`config.mk`:
```
export PLATFORM = sky130hd
export DESIGN_NAME = gpio_input_conditioner
export DESIGN_NICKNAME = d
export VERILOG_FILES = /design/src/rtl/gpio_input_conditioner.sv
export SDC_FILE = /design/constraint.sdc
export NUM_CORES = 1
export LEC_CHECK = 0
export CAP_MARGIN = 30
export CORE_MARGIN = 2
export CORE_UTILIZATION = 53
export CTS_CLUSTER_DIAMETER = 30
export DETAILED_ROUTE_END_ITERATION = 16
export HOLD_SLACK_MARGIN = 0.06
export PLACE_DENSITY = 0.76
export SYNTH_ARGS = -nofsm -noshare
export SYNTH_HDL_FRONTEND = slang
export SYNTH_SLANG_ARGS = --single-unit
```
`constraint.sdc`:
```
create_clock -name clk -period 1.85 [get_ports clk]
set_input_delay 0.4625 -clock clk [delete_from_list [all_inputs] [get_ports clk]]
set_output_delay 0.4625 -clock clk [all_outputs]
set_load 0.1 [all_outputs]
```
`src/rtl/gpio_input_conditioner.sv`:
```
// gpio_input_conditioner: synchronize, debounce and polarity-normalize board inputs for PIO_IN
// Ports:
//   clk        - 25 MHz system clock
//   reset_n    - asynchronous active-low reset
//   raw_in     - raw pins (bit 0..3 = KEY[3:0], bit 4..13 = SW[9:0])
//   clr_sticky - per-bit one-cycle strobe clearing sticky
//   clean_out  - debounced logical active-high levels
//   rise_pulse - one-cycle pulse after clean_out rises
//   fall_pulse - one-cycle pulse after clean_out falls
//   sticky     - latched rise, held until cleared
//   gpio_word  - clean_out zero-extended to 32 bits
module gpio_input_conditioner #(
  parameter int WIDTH = 14,
  parameter int DEBOUNCE_CYCLES = 250000,
  parameter int CNT_WIDTH = 18,
  parameter logic [WIDTH-1:0] ACTIVE_LOW_MASK = 14'h000F
) (
  input  logic             clk,
  input  logic             reset_n,
  input  logic [WIDTH-1:0] raw_in,
  input  logic [WIDTH-1:0] clr_sticky,
  output logic [WIDTH-1:0] clean_out,
  output logic [WIDTH-1:0] rise_pulse,
  output logic [WIDTH-1:0] fall_pulse,
  output logic [WIDTH-1:0] sticky,
  output logic [31:0]      gpio_word
);
  logic [WIDTH-1:0] sync1, sync2, stable, accept, level;
  logic [CNT_WIDTH-1:0] cnt [WIDTH];
  // accept marks the edge where sync2 has differed from stable long enough
  always_comb begin
    accept = '0;
    for (int i = 0; i < WIDTH; i++)
      accept[i] = (sync2[i] != stable[i]) && (cnt[i] == CNT_WIDTH'(DEBOUNCE_CYCLES - 1));
  end
  assign level = sync2 ^ ACTIVE_LOW_MASK;
  assign clean_out = stable ^ ACTIVE_LOW_MASK;
  assign gpio_word = 32'(clean_out);
  always_ff @(posedge clk or negedge reset_n) begin
    if (!reset_n) begin
      sync1 <= ACTIVE_LOW_MASK;
      sync2 <= ACTIVE_LOW_MASK;
      stable <= ACTIVE_LOW_MASK;
      rise_pulse <= '0;
      fall_pulse <= '0;
      sticky <= '0;
      for (int i = 0; i < WIDTH; i++) cnt[i] <= '0;
    end else begin
      sync1 <= raw_in;
      sync2 <= sync1;
      stable <= (stable & ~accept) | (sync2 & accept);
      rise_pulse <= accept & level;
      fall_pulse <= accept & ~level;
      // set comes from the registered pulse and wins over a same-cycle clear
      sticky <= rise_pulse | (sticky & ~clr_sticky);
      for (int i = 0; i < WIDTH; i++)
        cnt[i] <= (sync2[i] == stable[i] || accept[i]) ? '0 : cnt[i] + CNT_WIDTH'(1);
    end
  end
endmodule

```
# ---- Yosys cells after proc, flatten, opt, wreduce, memory -nomap -nowiden
# Cells that the tools add are included.
dict set report word_totals {
  register_bits 336
  out_inout_bits 88
  elab_cells 130
}
dict set report classes {
  addsub 14
  reduce_logical 28
  eq_ne 42
  mux 14
  bitwise_logic 12
}
# cell count
set ops {}
lappend ops {{$add A18 B1 Y18 const B} 14}
lappend ops {{$eq A18 B18 Y1 const B} 14}
lappend ops {{$mux W18} 14}
lappend ops {{$and A14 B14 Y14} 5}
lappend ops {{$not A14 Y14} 3}
lappend ops {{$or A14 B14 Y14} 2}
lappend ops {{$eq A1 B1 Y1} 14}
lappend ops {{$logic_and A1 B1 Y1} 14}
lappend ops {{$logic_or A1 B1 Y1} 14}
lappend ops {{$ne A1 B1 Y1} 14}
lappend ops {{$not A4 Y4} 2}

# ---- Depth between registers and ports, before layout
# Gate-level depths: netlist (run 1).
dict set report depth {
  depth_word 5
  mapped_depth 6
  mapped_depth_nobuf 5
}

# ---- Worst setup path before layout (run 1)
# Ideal clock, no wire load.
dict set report synth_path {
  path_kind {register to register}
  start {register cnt[90] (netlist name)}
  end {register with a tool-made name}
  stages_incl_launch_ff 7
  arrival_time_ns 1.808
  setup_time_ns 0.125
  path_slack_ns -0.083
  cell_sequence {dfrtp_1 -> ha_1 -> nand3_1 -> or4_1 -> or2_1 -> clkbuf_1 -> mux2_4}
}
# item line
set synth_rtl {}
lappend synth_rtl {{start, declared} 29} ;# logic [CNT_WIDTH-1:0] cnt [WIDTH];
lappend synth_rtl {{start signal, assigned by index} 57} ;# cnt[i] <= (sync2[i] == stable[i] || accept[i]) ? '0 : cnt[i] + CNT_WIDTH'(1);

==> flow_metrics.tcl, run 1 <==
set metrics [dict create \
    grt_antenna_before_repair 0 \
    drv_cap 0 \
    cts_sinks 336 \
    synthesis.area_per_instance_um2 10.4 \
    holdCritPathClass "input pin to flip-flop" \
    startpoint_type "flip-flop" \
    critical_path_buf_inv_count 2 \
    clock_insertion_delay_worst_skew_ns 0.56 \
    power_density_nw_per_um2 978 \
    port_buffers 99 \
    antenna_cells 0 \
    crit_type "flip-flop to output pin" \
    fp.dieArea_um2 31200 \
    grt_max_degree 77 \
    timing_max_transition_violations_final 0 \
    synth_ff_type "sky130_fd_sc_hd__dfrtp_1" \
    post_route_cells_drive_above_1_share 0.230 \
    die_height_um 177 \
    netlist_instances 1511 \
    final_critical_path_setup_slack_ns -0.0961 \
    wire_per_inst_um 14.7 \
    drc 0 \
    layout.core_utilization 0.723 \
    floorplan.io_pins 118 \
    ys_ff_latch 336 \
    power_leakage_nw 9.04 \
    violated_checks "negative setup slack" \
    synth-edff-count 0 \
    route.antenna.remaining_nets 0 \
    dpl_cell_area_um2 18600 \
    cp-endpoint "clean_out[3]" \
    maximum_operating_frequency_mhz 514 \
    ir_worst_vdd_v 0.000738 \
    iteration_0_drc_count_of_the_detailed_router 875 \
    timing.critical_path.fanout_max 3 \
    placement_rows 63 \
    worst_setup_hold_path_clk_slew_ns 0.05 \
    cts_inserted_buffers 72 \
    timing.critical_path.required_ns 1.39 \
    route.final.wire_length_mm 32.6 \
    cts_tree "done" \
    die_width_um 177 \
    cpPeakStageDelay_ns 0.55 \
    cts.htree.levels 3 \
    buffer_depth_of_the_longest_clock_path 3 \
    multiInputGateArea_um2 6940 \
    critical_path_cell_list "clkinvlp_4, buf_12" \
    path_depth 2 \
    final_estimated_routing_congestion_in_global_placement 0.867 \
    r2r-start "cnt[90]" \
    firstDrtPassIters 5 \
    asyncSetResetFlopFracSynth 1.00 \
    yosysSeqAreaShare 0.534 \
    post-route-cell-area_um2 21300 \
    finalSetupViolations 9 \
    seq_area_um2 8430 \
    worst_path_max_delay_cell "sky130_fd_sc_hd__dfstp_2" \
    timing.reg2reg.setup_slack_ns 0 \
    initial_utilization 0.535 \
    fin_worst_skew_ns 0.0223 \
    dp_hpwl_mm 21.4 \
    critical_path.top_delay_family "flip-flops" \
    grt_use_total 0.220 \
    synth_area_um2 15800 \
    yosys_warnings 0 \
    hold_viol_final 0 \
    final.fill_count 2023 \
    placeableCoreArea_um2 29500 \
    grt-ovfl-total 0 \
    num_vias 12052 \
    timing.final.crit_share 1.05 \
    rsz0062_at_grt "yes" \
    cts.root.buffer_cell "sky130_fd_sc_hd__clkbuf_16" \
    via_count_of_the_first_global_routing_pass 12408 \
    critical_path.endpoint_type "output pin" \
    reg2regPathDepth 5 \
    synth_cell_types 47 \
    via_per_inst 5.43 \
    synthToLayoutAreaGrowth_pct 35.1 \
    grt_first_pass_wirelength_mm 57.5 \
    outcome "complete, but fails checks" \
    min_period_ns 1.95 \
    design.final.nets 1815 \
    worstPathArrival_ns 1.48 \
]
-- worst register-to-register path: stages (launching register included) --
cell                      delay, ns
sky130_fd_sc_hd__dfrtp_1       0.42
sky130_fd_sc_hd__ha_4          0.20
sky130_fd_sc_hd__nand3_4       0.10
sky130_fd_sc_hd__or4_4         0.44
sky130_fd_sc_hd__or2_4         0.28
sky130_fd_sc_hd__mux2_4        0.30
-- where the power goes --
| group | internal, W | leakage, nW | switching (W) |
|---|---|---|---|
| registers | 0.00748 | 4.56 | 0.000108 |
| clock network | 0.00812 | 1.17 | 0.00439 |
| logic | 0.000256 | 3.31 | 0.000495 |
| total | 0.0159 | 9.04 | 0.00499 |
-- repair_timing --
action                     in CTS  in global routing
gates cloned                    0                  1
gates resized for setup         2                 33
hold buffers                    1                  0
setup buffers                   6                  7
hold endpoints to repair       93                  0
setup endpoints to repair      11                121
pin swaps                       1                 14
-- registers in the layout, indices dropped and copies added (netlist names), named ones only --
signal	count
fall_pulse	14
rise_pulse	14
cnt	252
sync1	14
sticky	14
sync2	14
-- how the worst min path moves through the flow --
stage               depth (start not counted)   endpoint      start
finish                                      1   sync1[0]  raw_in[0]
detailed placement                          1    cnt[74]    reset_n
floorplan                                   0  async pin    reset_n
CTS                                         1   sync1[0]  raw_in[0]
global placement                            1    cnt[74]    reset_n
global route                                1   sync1[1]  raw_in[1]
-- per-stage QoR --
stage	setup WS (ns)	power [W]	TNS [ns]	hold WS, ns	std cells
2_1_floorplan	-0.0552	0.00807	-0.0585	0.167	1528
6_report	-0.0961	0.0209	-0.597	0.309	2220
3_5_place_dp	-0.0226	0.00842	-0.0331	0.325	2072
3_3_place_gp	0.0191	0.00840	0	0.326	2072
5_1_grt	-0.144	0.0216	-1.18	0.286	2220
4_1_cts	-0.123	0.0211	-0.816	0.285	2212
-- layer usage --
metal	routed length [um]	global-route usage	vias to the layer above
met5	0	0	-
met4	619	0.0751	0
met3	1780	0.0525	61
met2	16100	0.361	302
met1	14200	0.286	5891
li1	-	-	5798
-- logic make-up (layout without fill, tap and decap cells) --
group	after synthesis	count (layout)	synth area share
simple gates	736	736	0.246
buf+inv	118	420	0.0389
mux	18	18	0.0135
other cells	1	18	0.000238
flops	336	336	0.534
xor+xnor	211	211	0.117
compound gates	77	77	0.0395
fa+ha+maj	14	14	0.0111
-- cell usage after synthesis (all sizes together) (11+ instances only) --
library cell | instances | area [um^2]
dfrtp | 324 | 8110
nor2 | 252 | 946
xnor2 | 161 | 1410
nand3 | 93 | 465
nand4 | 73 | 494
nor4 | 73 | 457
nand2 | 63 | 236
inv | 56 | 210
buf | 52 | 365
xor2 | 50 | 438
nor3 | 48 | 240
nor3b | 31 | 233
or4 | 25 | 214
and3 | 23 | 146
a21oi | 22 | 110
o21ai | 18 | 90.1
a21o | 14 | 105
ha | 14 | 175
mux2 | 14 | 173
o31ai | 13 | 97.6
dfstp | 12 | 315
and4 | 11 | 96.3
or3 | 11 | 88.8
-- final cells by class --
cell class,count,share of cell area
clock inverters,52,0.0249
clock buffers,81,0.0890
flip-flops and latches,336,0.395
well taps,390,0.0229
repair buffers,231,0.132
multi-input cells,1074,0.326
inverters,56,0.0106
-- placed cells by master, fill, tap and decap left out, types with 63 or more instances in the layout --
master,Yosys,final
sky130_fd_sc_hd__dfrtp_1,324,318
sky130_fd_sc_hd__nor2_1,252,252
sky130_fd_sc_hd__xnor2_1,161,161
sky130_fd_sc_hd__buf_4,42,119
sky130_fd_sc_hd__nand3_1,93,92
sky130_fd_sc_hd__buf_12,0,78
sky130_fd_sc_hd__clkbuf_16,0,74
sky130_fd_sc_hd__nand4_1,67,67
sky130_fd_sc_hd__nand2_1,63,63
sky130_fd_sc_hd__nor4_1,73,63
No activity file was read; power rests on OpenSTA's default activity.
==> inputs of run 2 (changes only) <==
--- a/config.mk
+++ b/config.mk
@@ -11,6 +11,7 @@
 export CTS_CLUSTER_DIAMETER = 30
 export DETAILED_ROUTE_END_ITERATION = 16
 export HOLD_SLACK_MARGIN = 0.06
+export MAX_ROUTING_LAYER = met4
 export PLACE_DENSITY = 0.76
 export SYNTH_ARGS = -nofsm -noshare
 export SYNTH_HDL_FRONTEND = slang
==> flow_metrics.tcl, run 2 (same netlist as run 1, synthesis figures left out) <==
set metrics [dict create \
    timing.critical_path.fanout_max 3 \
    fp.dieArea_um2 31200 \
    drv_cap 0 \
    outcome "complete, but fails checks" \
    cts_sinks 336 \
    final.fill_count 2023 \
    die_height_um 177 \
    largest-register "cnt" \
    timing.critical_path.required_ns 1.39 \
    placement_rows 63 \
    critical_path.top_delay_family "flip-flops" \
    grt-ovfl-total 0 \
    grt_use_total 0.226 \
    finalSetupTns_ns -0.600 \
    grt_first_pass_wirelength_mm 57.5 \
    floorplan.io_pins 118 \
    initial_utilization 0.535 \
    largest_register_ff_count 252 \
    grt_antenna_before_repair 0 \
    startpoint_type "flip-flop" \
    timing.final.crit_share 1.05 \
    design.final.nets 1815 \
    worst_path_max_delay_cell "sky130_fd_sc_hd__dfstp_2" \
    timing_max_transition_violations_final 0 \
    cts.root.buffer_cell "sky130_fd_sc_hd__clkbuf_16" \
    fin_worst_skew_ns 0.0224 \
    crit_type "flip-flop to output pin" \
    layout.cells.most_common "sky130_fd_sc_hd__dfrtp_1" \
    route.final.wire_length_mm 32.6 \
    clock_insertion_delay_worst_skew_ns 0.57 \
    drc 0 \
    cts_inserted_buffers 72 \
    finalSetupViolations 9 \
    p_clk_frac 0.600 \
    final_estimated_routing_congestion_in_global_placement 0.881 \
    power_leakage_nw 9.04 \
    cpPeakStageDelay_ns 0.55 \
    via_count_of_the_first_global_routing_pass 12406 \
    hold_start "raw_in[0]" \
    die_width_um 177 \
    holdCritPathClass "input pin to flip-flop" \
    placed_cells 2072 \
    route.antenna.remaining_nets 0 \
    hold_viol_final 0 \
    violated_checks "negative setup slack" \
    firstDrtPassIters 5 \
    worst_setup_hold_path_clk_slew_ns 0.05 \
    dp_hpwl_mm 21.4 \
    switchingPower_w 0.00500 \
    placeableCoreArea_um2 29500 \
    cts_tree "done" \
    fin_cells 2220 \
    share_of_total_power_consumed_by_net_switching 0.240 \
    antenna_cells 0 \
    cts.htree.levels 3 \
    via_per_inst 5.42 \
    min_period_ns 1.95 \
    num_vias 12030 \
    combinationalPowerShare 0.036 \
    buffer_depth_of_the_longest_clock_path 3 \
    synthToLayoutAreaGrowth_pct 35.1 \
    r2r-start "cnt[90]" \
    grt_max_degree 77 \
    wire_per_inst_um 14.7 \
    worstPathArrival_ns 1.48 \
    rsz0062_at_grt "yes" \
    post_route_cells_drive_above_1_share 0.230 \
    power_density_nw_per_um2 978 \
    critical_path_buf_inv_count 2 \
    cellInternalPower_w 0.0159 \
    layout.core_utilization 0.723 \
    port_buffers 99 \
    power_frac_seq 0.364 \
    critical_path.endpoint_type "output pin" \
    critical_path_cell_list "clkinvlp_4, buf_12" \
    final_cell_mix "sky130_fd_sc_hd__dfrtp_1, sky130_fd_sc_hd__nor2_1, sky130_fd_sc_hd__xnor2_1, sky130_fd_sc_hd__buf_4, sky130_fd_sc_hd__nand3_1" \
    final_critical_path_setup_slack_ns -0.0966 \
    ir_worst_vdd_v 0.000736 \
    maximum_operating_frequency_mhz 514 \
    iteration_0_drc_count_of_the_detailed_router 894 \
]
-- run 2: routing by layer --
layer | track usage | vias up | part of all wire
li1 | - | 5794 | -
met1 | 0.287 | 5908 | 0.44
met2 | 0.362 | 266 | 0.49
met3 | 0.0510 | 62 | 0.050
met4 | 0.0751 | 0 | 0.017
met5 | - | - | 0
-- run 2: layout make-up --
cell class	count	area [um^2]	area share
clock buffers	81	1900	0.0890
clock inverters	52	531	0.0249
inverters	56	225	0.0106
multi-input cells	1074	6940	0.326
flip-flops and latches	336	8430	0.395
well taps	390	488	0.0229
repair buffers	231	2810	0.132
-- run 2: repair_timing --
action / in CTS / in global routing
cloned: 0 / 1
pin swaps: 1 / 14
hold endpoints to repair: 93 / 0
resized for setup: 2 / 33
endpoints found under the setup margin: 11 / 121
hold buffers: 1 / 0
buffers inserted: 6 / 7
-- run 2: path summary, 6_finish.rpt --
check	slack (ns)	cells past startpoint	to
min	0.31	1	sync1[0]
max	-0.1	2	clean_out[3]
min reg2reg	0.34	0	sync2[6]
max in group asynchronous	0.78	4	sync2[3]
max reg2reg	0	5	flip-flop
min in group asynchronous	0.35	2	cnt[74]
-- run 2: metrics by stage --
| step | area (um^2) | total power, W | setup WS, ns | hold WS [ns] |
|---|---|---|---|---|
| global route | 21300 | 0.0216 | -0.143 | 0.288 |
| finish | 21300 | 0.0209 | -0.0966 | 0.310 |
| global placement | 18600 | 0.00840 | 0.0191 | 0.326 |
| detailed placement | 18600 | 0.00842 | -0.0226 | 0.325 |
| CTS | 21100 | 0.0211 | -0.123 | 0.285 |
| floorplan | 15900 | 0.00807 | -0.0552 | 0.167 |
-- run 2: power by group through the flow --
stage	Combinational (W)	Sequential [W]	Clock, W
detailed placement	0.000727	0.00770	0
global route	0.000834	0.00760	0.0132
finish	0.000752	0.00759	0.0125
floorplan	0.000400	0.00767	0
global placement	0.000716	0.00769	0
CTS	0.000748	0.00759	0.0127
==> inputs of run 3 (changes only) <==
--- a/config.mk
+++ b/config.mk
@@ -13,6 +13,8 @@
 export HOLD_SLACK_MARGIN = 0.06
 export MAX_ROUTING_LAYER = met4
 export PLACE_DENSITY = 0.76
+export SKIP_LAST_GASP = 1
+export SLEW_MARGIN = 20
 export SYNTH_ARGS = -nofsm -noshare
 export SYNTH_HDL_FRONTEND = slang
 export SYNTH_SLANG_ARGS = --single-unit
==> flow_metrics.tcl, run 3 (same netlist as run 1, synthesis figures left out) <==
set metrics [dict create \
    placement_rows 63 \
    hold_start "raw_in[0]" \
    worst_hold_path.num_cells 1 \
    hold_viol_final 0 \
    num_vias 12041 \
    antenna_cells 0 \
    outcome "complete, but fails checks" \
    crit_type "flip-flop to output pin" \
    via_count_of_the_first_global_routing_pass 12406 \
    r2r-start "cnt[90]" \
    initial_utilization 0.535 \
    port_buffers 99 \
    violated_checks "negative setup slack" \
    grt_use_total 0.226 \
    power_w 0.0209 \
    dp_slack_ns -0.0226 \
    drv_cap 0 \
    ir_worst_vdd_v 0.000737 \
    cts_sinks 336 \
    grt_max_degree 77 \
    share_of_total_power_consumed_by_net_switching 0.239 \
    final.fill_count 2024 \
    switchingPower_w 0.00499 \
    route.final.wire_length_mm 32.6 \
    via_per_inst 5.42 \
    timing.critical_path.required_ns 1.39 \
    post_route_cells_drive_above_1_share 0.229 \
    finalSetupTns_ns -0.606 \
    floorplan.io_pins 118 \
    cts_inserted_buffers 72 \
    holdCritPathClass "input pin to flip-flop" \
    firstDrtPassIters 5 \
    power_density_nw_per_um2 978 \
    fin_worst_skew_ns 0.0221 \
    clock_insertion_delay_worst_skew_ns 0.56 \
    timing_max_transition_violations_final 0 \
    min_period_ns 1.95 \
    cts.htree.levels 3 \
    rsz0062_at_grt "yes" \
    critical_path.endpoint_type "output pin" \
    largest-register "cnt" \
    grt_antenna_before_repair 0 \
    placeableCoreArea_um2 29500 \
    final_estimated_routing_congestion_in_global_placement 0.881 \
    wire_per_inst_um 14.7 \
    final_cell_mix "sky130_fd_sc_hd__dfrtp_1, sky130_fd_sc_hd__nor2_1, sky130_fd_sc_hd__xnor2_1, sky130_fd_sc_hd__buf_4, sky130_fd_sc_hd__nand3_1" \
    final_critical_path_setup_slack_ns -0.0977 \
    iteration_0_drc_count_of_the_detailed_router 892 \
    timing.final.crit_share 1.05 \
    buffer_depth_of_the_longest_clock_path 3 \
    holdWs_ns 0.309 \
    power_frac_seq 0.364 \
    finalSetupViolations 9 \
    p_clk_frac 0.600 \
    grt_first_pass_wirelength_mm 57.5 \
    startpoint_type "flip-flop" \
    reg2regPathDepth 5 \
    dp_hpwl_mm 21.4 \
    power_leakage_nw 9.04 \
    timing.reg2reg.setup_slack_ns 0 \
    grt-ovfl-total 0 \
    die_height_um 177 \
    drc 0 \
    combinationalPowerShare 0.036 \
    cts.root.buffer_cell "sky130_fd_sc_hd__clkbuf_16" \
    maximum_operating_frequency_mhz 513 \
    cts_tree "done" \
    largest_register_ff_count 252 \
    layout.cells.most_common "sky130_fd_sc_hd__dfrtp_1" \
    fp.dieArea_um2 31200 \
    worstPathArrival_ns 1.49 \
    design.final.nets 1815 \
    die_width_um 177 \
    route.antenna.remaining_nets 0 \
    cellInternalPower_w 0.0159 \
    synthToLayoutAreaGrowth_pct 35.1 \
    timing.critical_path.fanout_max 3 \
    worst_setup_hold_path_clk_slew_ns 0.05 \
]
-- run 3: changes by cell type in the layout (fill, tap and decap cells not counted) --
cell	before	now
sky130_fd_sc_hd__dfrtp_1	318	319
sky130_fd_sc_hd__dfrtp_2	6	5
-- run 3: stage by stage --
step / util / cells / cell area, um^2
global route: 0.723 / 2220 / 21300
CTS: 0.716 / 2212 / 21100
detailed placement: 0.631 / 2072 / 18600
global placement: 0.631 / 2072 / 18600
floorplan: - / 1528 / 15900
finish: 0.723 / 2220 / 21300
-- run 3: power groups by stage --
stage	Clock, W	Sequential [W]	Combinational, W
5_1_grt	0.0132	0.00760	0.000834
3_5_place_dp	0	0.00770	0.000727
2_1_floorplan	0	0.00767	0.000400
6_report	0.0125	0.00759	0.000752
4_1_cts	0.0127	0.00759	0.000748
3_3_place_gp	0	0.00769	0.000716
-- run 3: worst paths after layout --
path	end
max	clean_out[3]
min	sync1[0]
max reg2reg	flip-flop
min reg2reg	sync2[6]
max in group asynchronous	sync2[3]
min in group asynchronous	cnt[74]
-- run 3: area by class of cell --
class	count	area (um^2)	share of cell area
Clock buffer	81	1900	0.0890
Inverter	56	225	0.0106
Tap cell	390	488	0.0229
Sequential cell	336	8430	0.395
Clock inverter	52	531	0.0249
Timing Repair Buffer	231	2810	0.132
Multi-Input combinational cell	1074	6940	0.326
-- run 3: what timing repair did --
item                                    4_1_cts  5_1_grt
hold buffers                                  1        0
pin swaps                                     1       11
cloned                                        0        1
endpoints found under the setup margin       11      121
gates resized for setup                       2       32
buffers inserted                              6        7
endpoints found under the hold margin        93        0
-- run 3: layer usage --
layer / track usage / share of wire
met5: - / 0
met4: 0.0751 / 0.018
met3: 0.0510 / 0.051
met2: 0.362 / 0.49
met1: 0.287 / 0.44
-- run 3: worst max-delay path, stage by stage (launching register included) --
cell                         delay (ns)
sky130_fd_sc_hd__dfstp_2           0.55
sky130_fd_sc_hd__clkinvlp_4        0.17
sky130_fd_sc_hd__buf_12            0.21
